[src/rtl/filter_gen_sched.sv]
// filter_gen_sched
//   Sequencer for the filter-repeat datapath (8-deep weight shift chain,
//   reg5 input mux, 9:1 output mux). Loads one 8-tap filter through a
//   valid/ready handshake, then replays it w0..w7 for repeat_cnt passes.
//   Holds the datapath output register while downstream is stalled.
//
//   Handshake: a weight transfers on a rising edge where weight_valid and
//   weight_ready are both 1. weight_ready is high for every LOAD cycle and
//   does not depend on weight_valid. en is high exactly on transfer cycles.
//
// Ports
//   clk, rst       rising-edge clock, synchronous active-high reset
//   start          begin a job (sampled only in IDLE)
//   repeat_cnt     number of replay passes, latched on accepted start
//   weight_valid   weight present on the datapath filter input
//   weight_ready   scheduler accepts a weight this cycle
//   out_stall      downstream cannot take a weight this cycle
//   en             datapath shift-register enable
//   muxcontrol1    datapath reg5 input select, tied 0 (linear chain)
//   muxout         output mux select: 0=filter in, 1..8=reg1..reg8, 15=hold
//   out_valid      repeatedfil holds a valid replayed weight this cycle
//   out_last       with out_valid: w7 of the final pass
//   busy           high in LOAD, REPLAY and DONE
//   done           one-cycle pulse when a job ends
//   state_dbg      current FSM state (debug observation)
//   stall_cycles   (FILTER_SCHED_STALL_CNT_EN only) saturating count of
//                  REPLAY cycles with out_stall=1
//
// Configuration macro: FILTER_SCHED_STALL_CNT_EN

module filter_gen_sched #(
    parameter int NUM_TAPS = 8,
    parameter int PASS_W   = 8,
    parameter int SEL_W    = 4
) (
    input  logic              clk,
    input  logic              rst,
    input  logic              start,
    input  logic [PASS_W-1:0] repeat_cnt,
    input  logic              weight_valid,
    output logic              weight_ready,
    input  logic              out_stall,
    output logic              en,
    output logic              muxcontrol1,
    output logic [SEL_W-1:0]  muxout,
    output logic              out_valid,
    output logic              out_last,
    output logic              busy,
    output logic              done,
    output logic [1:0]        state_dbg
`ifdef FILTER_SCHED_STALL_CNT_EN
    ,
    output logic [15:0]       stall_cycles
`endif
);

    typedef enum logic [1:0] {
        IDLE   = 2'd0,
        LOAD   = 2'd1,
        REPLAY = 2'd2,
        DONE   = 2'd3
    } state_t;

    localparam logic [SEL_W-1:0] SEL_HOLD = '1;
    localparam logic [2:0]       TAP_MAX  = 3'(NUM_TAPS - 1);

    state_t            state;
    logic [PASS_W-1:0] rpt_q;
    logic [PASS_W-1:0] pass_cnt;
    logic [2:0]        tap_cnt;
    logic [2:0]        load_cnt;

    logic issue;
    logic last_tap;

    // A tap is issued in every unstalled REPLAY cycle.
    assign issue = (state == REPLAY) && !out_stall;
    // Compare against repeat_cnt-1 before incrementing so 255 passes never
    // needs a 9th counter bit.
    assign last_tap = (tap_cnt == TAP_MAX) && (pass_cnt == rpt_q - 1'b1);

    // reg8 holds w0 after loading, so tap t lives in reg(8-t).
    assign muxout      = issue ? (SEL_W'(NUM_TAPS) - {1'b0, tap_cnt}) : SEL_HOLD;
    assign en          = weight_ready && weight_valid;
    assign muxcontrol1 = 1'b0;
    assign state_dbg   = state;

    always_ff @(posedge clk) begin
        if (rst) begin
            state        <= IDLE;
            rpt_q        <= '0;
            pass_cnt     <= '0;
            tap_cnt      <= '0;
            load_cnt     <= '0;
            weight_ready <= 1'b0;
            busy         <= 1'b0;
            out_valid    <= 1'b0;
            out_last     <= 1'b0;
            done         <= 1'b0;
        end else begin
            // Output register of the datapath lags the select by one cycle.
            out_valid <= issue;
            out_last  <= issue && last_tap;
            done      <= 1'b0;
            case (state)
                IDLE: begin
                    if (start) begin
                        rpt_q        <= repeat_cnt;
                        tap_cnt      <= '0;
                        pass_cnt     <= '0;
                        load_cnt     <= '0;
                        weight_ready <= 1'b1;
                        busy         <= 1'b1;
                        state        <= LOAD;
                    end
                end
                LOAD: begin
                    if (weight_valid) begin
                        load_cnt <= load_cnt + 3'd1;
                        if (load_cnt == TAP_MAX) begin
                            weight_ready <= 1'b0;
                            tap_cnt      <= '0;
                            pass_cnt     <= '0;
                            if (rpt_q == '0) begin
                                done  <= 1'b1;
                                state <= DONE;
                            end else begin
                                state <= REPLAY;
                            end
                        end
                    end
                end
                REPLAY: begin
                    if (!out_stall) begin
                        if (last_tap) begin
                            done  <= 1'b1;
                            state <= DONE;
                        end else if (tap_cnt == TAP_MAX) begin
                            tap_cnt  <= '0;
                            pass_cnt <= pass_cnt + 1'b1;
                        end else begin
                            tap_cnt <= tap_cnt + 3'd1;
                        end
                    end
                end
                DONE: begin
                    busy  <= 1'b0;
                    state <= IDLE;
                end
                default: state <= IDLE;
            endcase
        end
    end

`ifdef FILTER_SCHED_STALL_CNT_EN
    always_ff @(posedge clk) begin
        if (rst) begin
            stall_cycles <= '0;
        end else if ((state == IDLE) && start) begin
            stall_cycles <= '0;
        end else if ((state == REPLAY) && out_stall && (stall_cycles != 16'hFFFF)) begin
            stall_cycles <= stall_cycles + 16'd1;
        end
    end
`endif

endmodule

[config.mk]
export PLATFORM = sky130hd
export DESIGN_NAME = filter_gen_sched
export DESIGN_NICKNAME = d
export VERILOG_FILES = /design/src/rtl/filter_gen_sched.sv
export SDC_FILE = /design/constraint.sdc
export NUM_CORES = 1
export LEC_CHECK = 0
export ABC_AREA = 1
export CAP_MARGIN = 30
export CELL_PAD_IN_SITES_DETAIL_PLACEMENT = 0
export CELL_PAD_IN_SITES_GLOBAL_PLACEMENT = 1
export CORE_UTILIZATION = 34
export CTS_CLUSTER_SIZE = 20
export DETAILED_ROUTE_END_ITERATION = 12
export MAX_ROUTING_LAYER = met4
export PLACE_DENSITY = 0.82
export SETUP_SLACK_MARGIN = 0.2
export SLEW_MARGIN = 10
export SYNTH_ARGS = -nofsm -noshare
export SYNTH_HDL_FRONTEND = slang
export SYNTH_SLANG_ARGS = --single-unit
[constraint.sdc]
create_clock -name clk -period 2.06 [get_ports clk]
set_clock_uncertainty 0.2 [all_clocks]
set_input_delay 0.412 -clock clk [delete_from_list [all_inputs] [get_ports clk]]
set_output_delay 0.412 -clock clk [all_outputs]
set_load 0.1 [all_outputs]
==> summary.txt <==
Drt
  • First drt pass iteration count: 4
  • DR vias: 1964
  • Routed WL per cell: 12.3 um
  • DRC Markers: 0
  • Via-per-instance ratio: 4.85
  • Post-route ant nets: 0
  • DRT Wirelength: 4990 um
  • Initial DRC Count: 119

Clock tree
  • # H-tree levels: 2
  • CTS Sinks: 29
  • Clk_lat worst skew: 0.28 ns
  • Clk pin slew, worst setup/hold paths: 0.06 ns
  • TritonCTS clock tree: yes
  • Num CTS Buffers: 5
  • Clock Path Buffers: 2
  • Clock root buffer master: clkbuf_8

Final layout
  • Synth-to-Final Area Change: 59.9%
  • Layout cells sized above 1: 37.0%
  • NumNets Final: 358
  • Final Non-Filler Cells: 405
  • Antenna Cells: 0
  • Fillers: 503

Logic synthesis
  • Synth area leaders: dfxtp_1 32%, nand2_1 13%, ha_1 7.6%
  • Ys flop type: dfxtp_1
  • Post-synthesis sequential area ratio: 32.1%
  • Yosys cell types: 31
  • Post-Syn Area per Cell: 6.62 um^2
  • Synth warn: 0
  • FFs w/ async S/R, synth: 0%
  • Yosys top cell by area: dfxtp_1
  • Synth Register Bits: 29
  • EDFF count, synth: 0
  • Syn Inst Count: 273
  • Yosys top cell area share: 32.1%
  • Syn_nets: 297
  • Post-synthesis instance area: 1810 um^2

Run status
  • Status: finished, final reports clean

Critical path
  • CP arrival: 1.42 ns
  • Cell family with most CP delay: flip-flops
  • CP Class: reg -> out
  • Largest fanout on the critical path: 2
  • Worst Path Required: 1.45 ns
  • CP Cell Sequence: buf_6 -> inv_6 -> ha_4 -> or2_4 -> nand3_4 -> buf_12
  • Critical Path Source Type: flip-flop
  • Buf/Inv on CP: 3
  • Crit path largest cell delay: 0.37 ns
  • CP max-delay cell: dfxtp_4
  • Critical Path Sink Type: primary output

Timing
  • Clock period minus worst slack: 2.03 ns
  • Hold slack: 0.272 ns
  • Final worst slack: 0.0302 ns
  • Setup Viol. Count Final: 0
  • F_max: 493 MHz
  • Fin. max-slew vios: 0
  • Hold Fails Final Rpt: 0
  • RSZ-0062 raised after global routing: yes
  • Tcrit/Tclk final: 98.5%

Placement
  • Port bufs: 24
  • Placed cell count: 381
  • Place WS: -0.156 ns
  • DP HPWL: 3550 um
  • RePlAce Congestion: 0.850

Global route
  • Vias in the first global route: 1952
  • Initial antenna violation count: 0
  • First-pass GRT wire length: 8470 um
  • GRT overflow: 0
  • Grt met2 use: 36.1%
  • Met3 Track Usage GR: 3.75%
  • Most used routing layer: met2
  • GRT Util Overall: 20.5%
  • GR Layer Usage met1: 23.9%
  • Largest net degree at the start of global routing: 16

Pwr
  • Leakage Power: 0.00120 uW
  • Max VDD drop: 0.989 mV
  • Power Dens Cells: 1270 nW/um^2

Die
  • Initial core utilization: 35.4%
  • FP Rows: 26
  • Die X: 74.9 um
  • Core area: 5110 um^2
  • Ports: 26
  • Die Ht: 74.9 um
  • Full die area: 5610 um^2

Worst hold path
  • Hold Crit Class: reg -> reg

Job
  • MaxCap Viol Count: 0
Yosys cell counts (2+ instances only):
master,n
nand2_1,63
nor2_1,33
inv_1,32
dfxtp_1,29
a21oi_1,20
o21ai_0,18
nand3_1,13
ha_1,11
nand4_1,9
xor2_1,6
clkbuf_1,4
nor2_2,4
nor3_1,4
inv_2,3
nand2_2,3
nor3b_1,3
buf_4,2
or2_1,2
or2_2,2
registers in the layout, summed over array words and instances (netlist names):
register,cells
busy,1
out_last,1
out_valid,1
load_cnt,3
rpt_q,8
pass_cnt,8
weight_ready,1
state_dbg,2
done,1
tap_cnt,3
what timing repair did:
action / CTS / global route
endpoints found under the hold margin: 0 / 0
buffers inserted: 11 / 5
hold buffers: 0 / 0
resized for setup: 29 / 31
setup endpoints to repair: 19 / 22
pin swaps: 11 / 29
cloned: 0 / 0
worst min-delay path, delay by kind of cell (launching register included):
kind	cells	cell delay [ns]
DFF	1	0.31
and+or+nand+nor	1	0.06
AOI/OAI and AO/OA	1	0.05
path summary, 6_finish.rpt:
kind / endpoint / depth (start not counted) / slack [ns] / startpoint
worst min register to register: load_cnt[1] / 2 / 0.27 / load_cnt[1]
worst max register to register: pass_cnt[6] / 12 / 0.09 / state_dbg[1]
worst min-delay path: load_cnt[1] / 2 / 0.27 / load_cnt[1]
worst max-delay path: muxout[2] / 6 / 0.03 / tap_cnt[0]
kinds of logic (layout without fill, tap and decap cells):
kind of cell	count (synthesis)	after routing	share of synthesized area, %
fa+ha+maj	11	11	7.61
buf+inv	43	105	9.76
xor+xnor	7	7	3.39
other cells	1	1	0.207
compound gates	43	43	12.8
flops	29	29	32.1
simple gates	139	139	34.1
layer usage:
metal / wire, um / part of all wire (%)
met1: 2190 / 44
met3: 179 / 3.6
met5: 0 / 0
met2: 2570 / 51
met4: 51 / 1.0
metrics by stage:
stage	TNS (ns)	util [%]	instance area [um^2]	total power (uW)
after floorplan	-0.0264	-	1930	2150
after global placement	-1.12	49.1	2510	2740
after detailed placement	-1.46	49.1	2510	2760
after CTS	0	54.1	2760	3460
after global routing	-0.409	56.6	2890	3960
final	0	56.6	2890	3670
layout make-up:
class	count	area, um^2	area share, %
Clock buffer	8	80.1	2.77
Inverter	35	150	5.19
Tap cell	70	87.6	3.03
Timing Repair Buffer	62	686	23.7
Multi-Input combinational cell	201	1290	44.6
Sequential cell	29	597	20.6
where the power goes:
part	internal, uW	switching, uW
Sequential	699	144
Combinational	1000	1370
Clock	240	218
placed cells by master (no fill, tap or decap), types with 2 or more instances in the layout:
cell	instances
a21oi_1	16
a21oi_2	5
buf_12	13
buf_4	29
buf_6	8
clkbuf_1	3
clkbuf_8	5
clkdlybuf4s50_1	10
dfxtp_1	22
dfxtp_2	4
dfxtp_4	3
dlygate4sd2_1	2
ha_1	5
ha_4	6
inv_1	20
inv_2	9
inv_4	4
nand2_1	49
nand2_2	13
nand2_4	4
nand3_1	11
nand3_4	3
nand4_1	9
nor2_1	28
nor2_2	4
nor2_4	5
nor3_1	4
nor3b_1	3
o21ai_0	12
o21ai_1	4
o21ai_2	3
or2_1	2
xor2_1	6
(Power assumes the default switching activity.)
==> RTL change (same flow settings) <==
The parameter `SEL_W` goes from 4 to 5.
--- a/src/rtl/filter_gen_sched.sv
+++ b/src/rtl/filter_gen_sched.sv
@@ -32,5 +32,5 @@
     parameter int NUM_TAPS = 8,
     parameter int PASS_W   = 8,
-    parameter int SEL_W    = 4
+    parameter int SEL_W    = 5
 ) (
     input  logic              clk,
Ports: changed (resized muxout); port bits go from 26 to 27. The function was not compared with the original's and may differ.
==> RTL change against the unedited design <==
  * The flow now finishes with violations (setup timing)
  * Maximum frequency shrank 4.5%
  * Global-route usage shrank 1.8 points
  * Clock power grew 7.4%
  * Setup slack lost 0.096 ns
  * Area after synthesis grew 0.28%
  * Sequential cell count is the same
  * Routed wire length shrank 0.68%
  * Total power grew 2.0%
  * Die area grew 0.27%
  * Design area grew 1.6%
  * Largest power group unchanged
==> RTL change: results (changes against the unedited design) <==
| Metric | Value |
|---|---|
| Post-CTS Setup Inserts | 7 (-4) |
| Final Setup Violations | 3 (+3) |
| Post-synth cell types | 27 (-13%) |
| Final worst slack | -0.0654 ns (-0.0956 ns) |
| Largest cells by area after synthesis | dfxtp_1, nand2_1, ha_1 |
| Seq power | 835 uW (-0.9%) |
| Sw frac | 0.473 (+0.00152) |
| Non-Filler Instances | 402 (-0.74%) |
| Xor/xnor share of the synthesized area | 0.0290 (-0.00492) |
| Synthesized instance count | 272 (-0.37%) |
| Final HPWL DP | 3570 microns (+0.60%) |
| Setup TNS | -0.0813 ns (-0.0813 ns) |
| Vias in the first global route | 1,701 (-13%) |
| Fillers | 471 (-6.4%) |
| Compound-gate portion of the synthesized area | 0.126 (-0.00173) |
| CP top delay family | buffers and inverters |
| Pleak | 0.00119 uW (-0.66%) |
| FF-to-FF setup slack | 0.04 ns (-0.05 ns) |
| Outcome | finished, violations left |
| CP Launch Point | state_dbg[1]$_SDFFE_PP0P_ |
| First-pass GRT wire length | 7680 microns (-9.4%) |
| Nets@finish | 355 (-0.84%) |
| CP max stage delay | 0.35 ns (-0.02 ns) |
| # port buffers | 25 (+4.2%) |
| Syn_nets | 296 (-0.34%) |
| Worst slack at placement | -0.239 ns (-0.0837 ns) |
| Register area share after synthesis | 0.320 (-0.000886) |
| Final Wtd Congestion | 0.835 (-1.8%) |
| Failing checks | setup timing |
| Layout cells sized above 1 | 0.373 (+0.00334) |
| Violation count after the first detailed-route iteration | 90 (-24%) |
| Synth Area in Adders | 0.0759 (-0.000210) |
| Critical R2R Launch | rpt_q[1]$_SDFFE_PP0P_ |
| VDD IR max | 0.912 mV (-7.7%) |
| Placed Area | 2470 sq um (-1.4%) |
| RR Endpoint | pass_cnt[3]$_SDFFE_PP0P_ |
| Final Hold Slack | 0.271 ns (-0.00152 ns) |
| Sequential Power Share | 0.223 (-0.007) |
| Routed WL | 4960 microns (-0.68%) |
| Post_cts resized | 38 (+31%) |
| Vias per cell | 4.85 (about the same) |
## RTL change: cell type report
class,instances,area (sq um),area share
clock buffer,8,90.1,0.0307
inverter,35,146,0.0499
multi-input combinational,202,1340,0.457
sequential,29,594,0.202
tap,70,87.6,0.0298
timing repair buffer,58,676,0.230
## RTL change: layer usage
metal | wire [microns] | GRT usage | part of all wire
met1 | 2200 | 0.228 | 0.44
met2 | 2560 | 0.316 | 0.52
met3 | 147 | 0.0402 | 0.030
met5 | 0 | - | 0
met4 | 47 | 0.0440 | 0.0095
## RTL change: cells by family after synthesis
kind of cell               after synthesis
other                                    1
adders and majority gates               11
DFF                                     29
xor gates and xnor gates                 6
AOI/OAI and AO/OA                       44
and+or+nand+nor                        139
buffers and inverters                   42
## RTL change: worst min-delay path, delay by kind of cell, from the launching register on
| family | cells | cell delay (ns) |
|---|---|---|
| AOI/OAI and AO/OA | 1 | 0.06 |
| DFF | 1 | 0.31 |
| and+or+nand+nor | 1 | 0.06 |
